File: config.mk
export PLATFORM = sky130hd
export DESIGN_NAME = pll_lock_supervisor
export DESIGN_NICKNAME = d
export VERILOG_FILES = /design/src/rtl/pll_lock_supervisor.sv
export SDC_FILE = /design/constraint.sdc
export NUM_CORES = 1
export LEC_CHECK = 0
export ABC_CLOCK_PERIOD_IN_PS = 1440
export BUFFER_PORTS_ARGS = -buffer_cell sky130_fd_sc_hd__buf_2
export CAP_MARGIN = 25
export CORE_MARGIN = 10
export CORE_UTILIZATION = 50
export DETAILED_ROUTE_END_ITERATION = 8
export GPL_TIMING_DRIVEN = 0
export PLACE_DENSITY = 0.77
export SLEW_MARGIN = 20
export SYNTH_ARGS = -nofsm -noshare
export SYNTH_HDL_FRONTEND = slang
export SYNTH_SLANG_ARGS = --single-unit
export TNS_END_PERCENT = 5
File: constraint.sdc
create_clock -name CLK -period 1.44 [get_ports CLK]
set_input_delay 0.072 -clock CLK [delete_from_list [all_inputs] [get_ports CLK]]
set_output_delay 0.072 -clock CLK [all_outputs]
set_load 0.02 [all_outputs]
File: src/rtl/pll_lock_supervisor.sv
// pll_lock_supervisor
//
// Watches the PLL lock flag and produces a clean, registered active-low
// reset for the logic clocked by the PLL output. The reset is released only
// after the lock has been seen continuously for STABLE_CYCLES cycles. While
// running, short unlock glitches are filtered out. A real loss of lock
// reasserts the reset for at least MIN_RST_CYCLES cycles, raises a one-cycle
// interrupt and bumps a saturating loss counter.
//
// Ports
//   CLK        in   system clock (normally a PLL global output)
//   RST_N      in   asynchronous active-low reset
//   LOCK       in   PLL lock flag, asynchronous to CLK
//   CLR_CNT    in   synchronous clear of LOSS_CNT (wins over an increment)
//   SYS_RST_N  out  registered active-low reset for downstream logic
//   LOCKED     out  high while in RUN
//   LOSS_IRQ   out  one-cycle pulse on every detected lock loss
//   LOSS_CNT   out  saturating count of lock losses
//   STATE      out  current state (0 WAIT_LOCK, 1 STABILIZE, 2 RUN, 3 HOLD)
//
// state      | meaning
// -----------+------------------------------------------------------------
// WAIT_LOCK  | reset held, waiting for the synchronized lock flag
// STABILIZE  | reset held, counting consecutive locked cycles
// RUN        | reset released, filtering unlock cycles
// HOLD       | lock lost, reset held for the minimum hold time
module pll_lock_supervisor #(
   parameter int STABLE_CYCLES  = 1024,
   parameter int LOSS_FILTER    = 4,
   parameter int MIN_RST_CYCLES = 16,
   parameter int CNT_W          = 8
) (
   input  logic             CLK,
   input  logic             RST_N,
   input  logic             LOCK,
   input  logic             CLR_CNT,
   output logic             SYS_RST_N,
   output logic             LOCKED,
   output logic             LOSS_IRQ,
   output logic [CNT_W-1:0] LOSS_CNT,
   output logic [1:0]       STATE
);

   // Each counter only has to reach its terminal value (parameter - 1).
   localparam int STAB_W = (STABLE_CYCLES  > 1) ? $clog2(STABLE_CYCLES)  : 1;
   localparam int FILT_W = (LOSS_FILTER    > 1) ? $clog2(LOSS_FILTER)    : 1;
   localparam int HOLD_W = (MIN_RST_CYCLES > 1) ? $clog2(MIN_RST_CYCLES) : 1;

   localparam logic [STAB_W-1:0] STAB_LAST = STAB_W'(STABLE_CYCLES - 1);
   localparam logic [FILT_W-1:0] FILT_LAST = FILT_W'(LOSS_FILTER - 1);
   localparam logic [HOLD_W-1:0] HOLD_LAST = HOLD_W'(MIN_RST_CYCLES - 1);

   typedef enum logic [1:0] {
      ST_WAIT_LOCK = 2'd0,
      ST_STABILIZE = 2'd1,
      ST_RUN       = 2'd2,
      ST_HOLD      = 2'd3
   } state_t;

   logic              r_lock_meta;
   logic              r_lock_s;

   state_t            r_state;
   state_t            w_state_nxt;

   logic [STAB_W-1:0] r_stab_cnt;
   logic [STAB_W-1:0] w_stab_cnt_nxt;
   logic [FILT_W-1:0] r_filt_cnt;
   logic [FILT_W-1:0] w_filt_cnt_nxt;
   logic [HOLD_W-1:0] r_hold_cnt;
   logic [HOLD_W-1:0] w_hold_cnt_nxt;

   logic              w_loss;

   logic              r_sys_rst_n;
   logic              r_locked;
   logic              r_loss_irq;
   logic [CNT_W-1:0]  r_loss_cnt;

   // Two-flop synchronizer; nothing downstream looks at LOCK directly.
   always_ff @(posedge CLK or negedge RST_N) begin
      if (!RST_N) begin
         r_lock_meta <= 1'b0;
         r_lock_s    <= 1'b0;
      end else begin
         r_lock_meta <= LOCK;
         r_lock_s    <= r_lock_meta;
      end
   end

   always_ff @(posedge CLK or negedge RST_N) begin
      if (!RST_N) begin
         r_state    <= ST_WAIT_LOCK;
         r_stab_cnt <= '0;
         r_filt_cnt <= '0;
         r_hold_cnt <= '0;
      end else begin
         r_state    <= w_state_nxt;
         r_stab_cnt <= w_stab_cnt_nxt;
         r_filt_cnt <= w_filt_cnt_nxt;
         r_hold_cnt <= w_hold_cnt_nxt;
      end
   end

   // Counters default to zero, so every state transition starts them clean;
   // they only advance while the FSM stays in the state that owns them.
   always_comb begin
      w_state_nxt    = r_state;
      w_stab_cnt_nxt = '0;
      w_filt_cnt_nxt = '0;
      w_hold_cnt_nxt = '0;
      w_loss         = 1'b0;

      case (r_state)
         ST_WAIT_LOCK: begin
            if (r_lock_s) begin
               w_state_nxt = ST_STABILIZE;
            end
         end

         ST_STABILIZE: begin
            if (!r_lock_s) begin
               w_state_nxt = ST_WAIT_LOCK;
            end else if (r_stab_cnt == STAB_LAST) begin
               w_state_nxt = ST_RUN;
            end else begin
               w_stab_cnt_nxt = r_stab_cnt + 1'b1;
            end
         end

         ST_RUN: begin
            if (!r_lock_s) begin
               if (r_filt_cnt == FILT_LAST) begin
                  w_state_nxt = ST_HOLD;
                  w_loss      = 1'b1;
               end else begin
                  w_filt_cnt_nxt = r_filt_cnt + 1'b1;
               end
            end
         end

         ST_HOLD: begin
            // Lock state is ignored here: the hold time is unconditional.
            if (r_hold_cnt == HOLD_LAST) begin
               w_state_nxt = ST_WAIT_LOCK;
            end else begin
               w_hold_cnt_nxt = r_hold_cnt + 1'b1;
            end
         end

         default: begin
            w_state_nxt = ST_WAIT_LOCK;
         end
      endcase
   end

   // Registered from the next state so the reset and LOCKED flip on the
   // same edge the FSM enters or leaves RUN.
   always_ff @(posedge CLK or negedge RST_N) begin
      if (!RST_N) begin
         r_sys_rst_n <= 1'b0;
         r_locked    <= 1'b0;
         r_loss_irq  <= 1'b0;
      end else begin
         r_sys_rst_n <= (w_state_nxt == ST_RUN);
         r_locked    <= (w_state_nxt == ST_RUN);
         r_loss_irq  <= w_loss;
      end
   end

   // Clear has priority over a coincident increment; the counter sticks at
   // all-ones instead of wrapping.
   always_ff @(posedge CLK or negedge RST_N) begin
      if (!RST_N) begin
         r_loss_cnt <= '0;
      end else if (CLR_CNT) begin
         r_loss_cnt <= '0;
      end else if (w_loss && (r_loss_cnt != {CNT_W{1'b1}})) begin
         r_loss_cnt <= r_loss_cnt + 1'b1;
      end
   end

   assign SYS_RST_N = r_sys_rst_n;
   assign LOCKED    = r_locked;
   assign LOSS_IRQ  = r_loss_irq;
   assign LOSS_CNT  = r_loss_cnt;
   assign STATE     = r_state;

endmodule
# After elaboration in Yosys (flattened, before gate mapping)
# Index checks and enable logic that the tools add are counted.
# classes
muxes,20
addsub,4
n_reduce_logical,3
eq_ne,8
# op_table
cell,n
two-way mux 10 bit,3
two-way mux 2 bit,9
two-way mux 8 bit,2
adder 10 x 1 -> 10 bit (second input constant),1
equality test 10 bit (second input constant),1
adder 8 x 1 -> 8 bit (second input constant),1
equality test 2 bit (second input constant),4
two-way mux 4 bit,2
!= test 8 bit (second input constant),1
one-hot mux 2 bit (4 select lines),1
adder 4 x 1 -> 4 bit (second input constant),1
equality test 4 bit (second input constant),1
two-way mux 1 bit,3
adder 2 x 1 -> 2 bit (second input constant),1
equality test 2 x 1 -> 1 bit (second input constant),1
zero test 2 bit,1
nonzero test 2 bit,1
logical AND 1 bit,1
# totals
out_inout_bits,13
regBits,30

# Longest topological paths before layout
# depth
depth_word,7
depth_mapped,6
mapped_depth_nobuf,5

# Least setup slack after synthesis
# No wires, ideal clock.
# synth_timing
path_type,register -> register
start,"register r_loss_cnt[0], in the netlist LOSS_CNT[0]"
end,"register r_loss_cnt[7], in the netlist LOSS_CNT[7]"
slack_ns,-0.202
required_ns,1.362
arrival_ns,1.564
path_stages_with_launch,6
synth_period_minus_slack_ns,1.642
n_path_buf,0
path_cell_list,dfrtp_1 ha_1 nand4_1 o21ai_2 or4_1 a21oi_1
# synth_via
elab_chain_len,3
elab_cells_between_ends,6
# synth_lines
item,line,source
start: declaration,78,logic [CNT_W-1:0] r_loss_cnt;
start signal: assignment,179,r_loss_cnt <= r_loss_cnt + 1'b1;
adder 8 x 1 -> 8 bit or != test 8 bit (tied branches),"179, 178",
two-way mux 8 bit or logical AND 1 bit (tied branches),178,end else if (w_loss && (r_loss_cnt != {CNT_W{1'b1}})) begin
two-way mux 8 bit or nonzero test 2 bit (tied branches),n/a,
# Several ways; a longest one is shown, not always the timed one. The select of a mux whose other input is x is not followed.
# A chain may end at the register's enable or synchronous reset.

# Worst setup path after layout
# layout_timing
start,register r_filt_cnt[0]
end,"register r_loss_cnt[7], in the netlist LOSS_CNT[7]"
# layout_via
elab_chain_len,6
# layout_lines
item,line,source
start: declaration,68,logic [FILT_W-1:0] r_filt_cnt;
start signal: assignment,100,r_filt_cnt <= w_filt_cnt_nxt;
equality test 2 bit,133,if (r_filt_cnt == FILT_LAST) begin
two-way mux 1 bit,133,
two-way mux 1 bit,132,if (!r_lock_s) begin
two-way mux 1 bit,114,case (r_state)
via w_loss,73,logic w_loss;
logical AND 1 bit,178,
nonzero test 2 bit (no source line),n/a,
# The timed path passes the listed nets, and every way through them passes these cells.

==> results.md <==
* Status: finished with violations
* Violated checks: negative setup slack
* Final hold vios at 0
* Layout Nets at 159
* Worst Path Max Fanout at 4
* RSZ-0062 raised after global routing: true
* CTS root buf: clkbuf_4
* Dpl cells at 166
* CP Class: reg2reg
* Final Max Tran Viols at 0
* H-tree Lvls at 2
* Clock transition at the registers of the reported paths at 100 ps
* Number of synthesized flops with an enable pin at 0
* Final wirelength at 2770 um
* Critical Path Sink Type: register
* Lkg Pwr at 0.000779 uW
* Clock Path Buffers at 2
* Initial Utilization at 53.1%
* Max_cap viols at 0
* CTS tree: built
* Multi-input logic area at 633 sq um
* Global placer's final weighted congestion at 0.854
* # DRC at 0
* Cell area after synthesis at 0.00134 sq mm
* Initial antenna violation count at 0
* WP data required at 1700 ps
* Startpoint Class: register
* Worst skew pair latency at 330 ps
* Ys Warns at 0
* Worst slew pin tran at 649 ps
* # fillers at 205
* Clock sinks at 30
* Post-Synthesis Cells at 121
* DP Wirelength at 1800 um
* Yosys top cell by area: dfrtp_1
* IO Port Bufs at 15
* Average size of a mapped cell at 11.1 sq um
* Final core utilization at 66.5%
* Drt pass-1 iters at 4
* First-pass GRT wire length at 4890 um
* Pre-CTS WS at -234 ps
* Vias in the first global route at 1069
* Mean routed wirelength per cell at 15.2 um
* Reg2reg setup slack at -150 ps
* Die Wd at 71.8 um
* Antenna Cells at 0
* Fin crit share at 111%
* Final std cells w/o fill at 182
* Area growth syn-to-layout at 25.2%
* Antenna viol nets, final at 0
* Drt initial violations at 52
* Die Y at 71.8 um
* Post-synth ARST share at 100%
* Top post-synthesis cells by area: dfrtp_1, xor2_1, nor2_1
* Via density at 5.57
* Largest net degree at the start of global routing at 31
* Setup Skew at 10.6 ps
* Power per cell area at 933 mW/mm^2
* Min Tclk post-route at 1590 ps
* CTS buffer count at 5
* Worst vdd ir at 0.000771 V
* HP Class: in2reg
* Vias after detailed routing at 1014
* Total gr overflow at 0
* Seq cells post-synth at 30
* Main synth FF type: dfrtp_1
* I/O pins at 17
* Site Rows at 18
* Number of distinct library cells after synthesis at 31
* Area fraction of the dominant cell type after synthesis at 56.0%
* Synth top cells by count: dfrtp_1, nor2_1, xor2_1
* Slew headroom at 56.7%
* Max Fclk at 627 MHz
* Core area at 0.00252 sq mm
* Overall global routing resource usage at 11.8%
* Count leader, synth: dfrtp_1
* Layout cells sized above 1 at 30.3%
* Setup TNS at -402 ps
* Crit path DAT at 1860 ps
* Final setup violation count at 5
* Total power at 1570 uW
* Sequential area share after synthesis at 56.0%
* Fin worst setup slack at -154 ps
* Synthesized Nets at 129
* Sequential cell area at 754 sq um
* Die area at 0.00515 sq mm
per-stage QoR:
stage	hold slack, ps	instance area [sq um]
2_1_floorplan	-224	1350
3_3_place_gp	125	1470
3_5_place_dp	136	1470
4_1_cts	88.7	1650
5_1_grt	125	1680
6_report	117	1680
kinds of logic (layout without fill, tap and decap cells):
kind of cell / Yosys count / after routing / synth area share, %
adders and majority gates: 4 / 4 / 3.73
DFF: 30 / 30 / 56.0
buffers and inverters: 5 / 36 / 1.68
muxes: 1 / 1 / 0.747
xor gates and xnor gates: 13 / 13 / 8.50
and+or+nand+nor: 53 / 53 / 21.4
AOI/OAI and AO/OA: 15 / 15 / 7.94
cell type report:
cell class | instances | share of cell area, %
Clock buffer | 8 | 4.70
Inverter | 2 | 0.447
Sequential cell | 30 | 45.0
Tap cell | 30 | 2.24
Buffer | 3 | 1.57
Multi-Input combinational cell | 86 | 37.7
Timing Repair Buffer | 23 | 8.35
sequential cells by signal, indices dropped and copies added (netlist names):
| name | count |
|---|---|
| r_stab_cnt | 10 |
| LOSS_CNT | 8 |
| r_hold_cnt | 4 |
| STATE | 2 |
| r_filt_cnt | 2 |
| LOCKED | 1 |
| LOSS_IRQ | 1 |
| r_lock_meta | 1 |
| r_lock_s | 1 |
worst max-delay path, cell delays in order, from the launching register on:
cell,delay [ps]
dfrtp_1,360
ha_2,180
and4bb_4,310
o21ai_4,100
or4_1,440
a21oi_2,140
repair_timing:
| item | 4_1_cts | 5_1_grt |
|---|---|---|
| buffers inserted | 4 | 2 |
| pin swaps | 7 | 4 |
| cloned | 0 | 0 |
| resized for setup | 9 | 5 |
| hold endpoints to repair | 31 | 0 |
| hold buffers | 2 | 0 |
| setup endpoints to repair | 14 | 18 |
routing by layer:
| metal | up-vias | track usage (%) | part of all wire [%] | routed length (um) |
|---|---|---|---|---|
| met4 | 0 | 6.02 | 2.5 | 68 |
| met2 | 25 | 19.0 | 51 | 1420 |
| met1 | 488 | 12.7 | 39 | 1080 |
| met5 | - | 0 | 0 | 0 |
| met3 | 6 | 5.51 | 7.0 | 194 |
| li1 | 495 | - | - | - |
power by group:
group	switching (uW)	internal [uW]
logic	54.8	27.3
clock network	288	333
registers	8.81	854
total	351	1210
cells in the final DEF (no fill, tap or decap), types with 2 or more instances in the layout:
master,instances
o31ai_1,2
nand2_1,6
ha_2,2
o211ai_1,4
dlygate4sd3_1,2
xnor2_1,2
nor2_1,15
buf_2,15
dfrtp_2,3
dfrtp_1,27
nor2b_1,3
clkbuf_8,3
nand4_1,4
a21oi_1,2
clkbuf_4,5
nand3_1,7
or4_1,2
buf_4,7
and3_1,4
and4_1,2
inv_1,2
a21oi_2,2
xor2_1,11
path summary, 6_finish.rpt:
| path | end | startpoint | depth (start not counted) |
|---|---|---|---|
| worst max-delay path | LOSS_CNT[7] | r_filt_cnt[0] | 5 |
| worst min-delay path | LOSS_CNT[5] | CLR_CNT | 2 |
| worst max register to register | LOSS_CNT[7] | r_filt_cnt[0] | 5 |
| worst min register to register | r_lock_s | r_lock_meta | 0 |
| max in group asynchronous | LOSS_CNT[1] | RST_N | 2 |
| min in group asynchronous | LOSS_CNT[6] | RST_N | 2 |
Power figures use the tool's default switching activity.
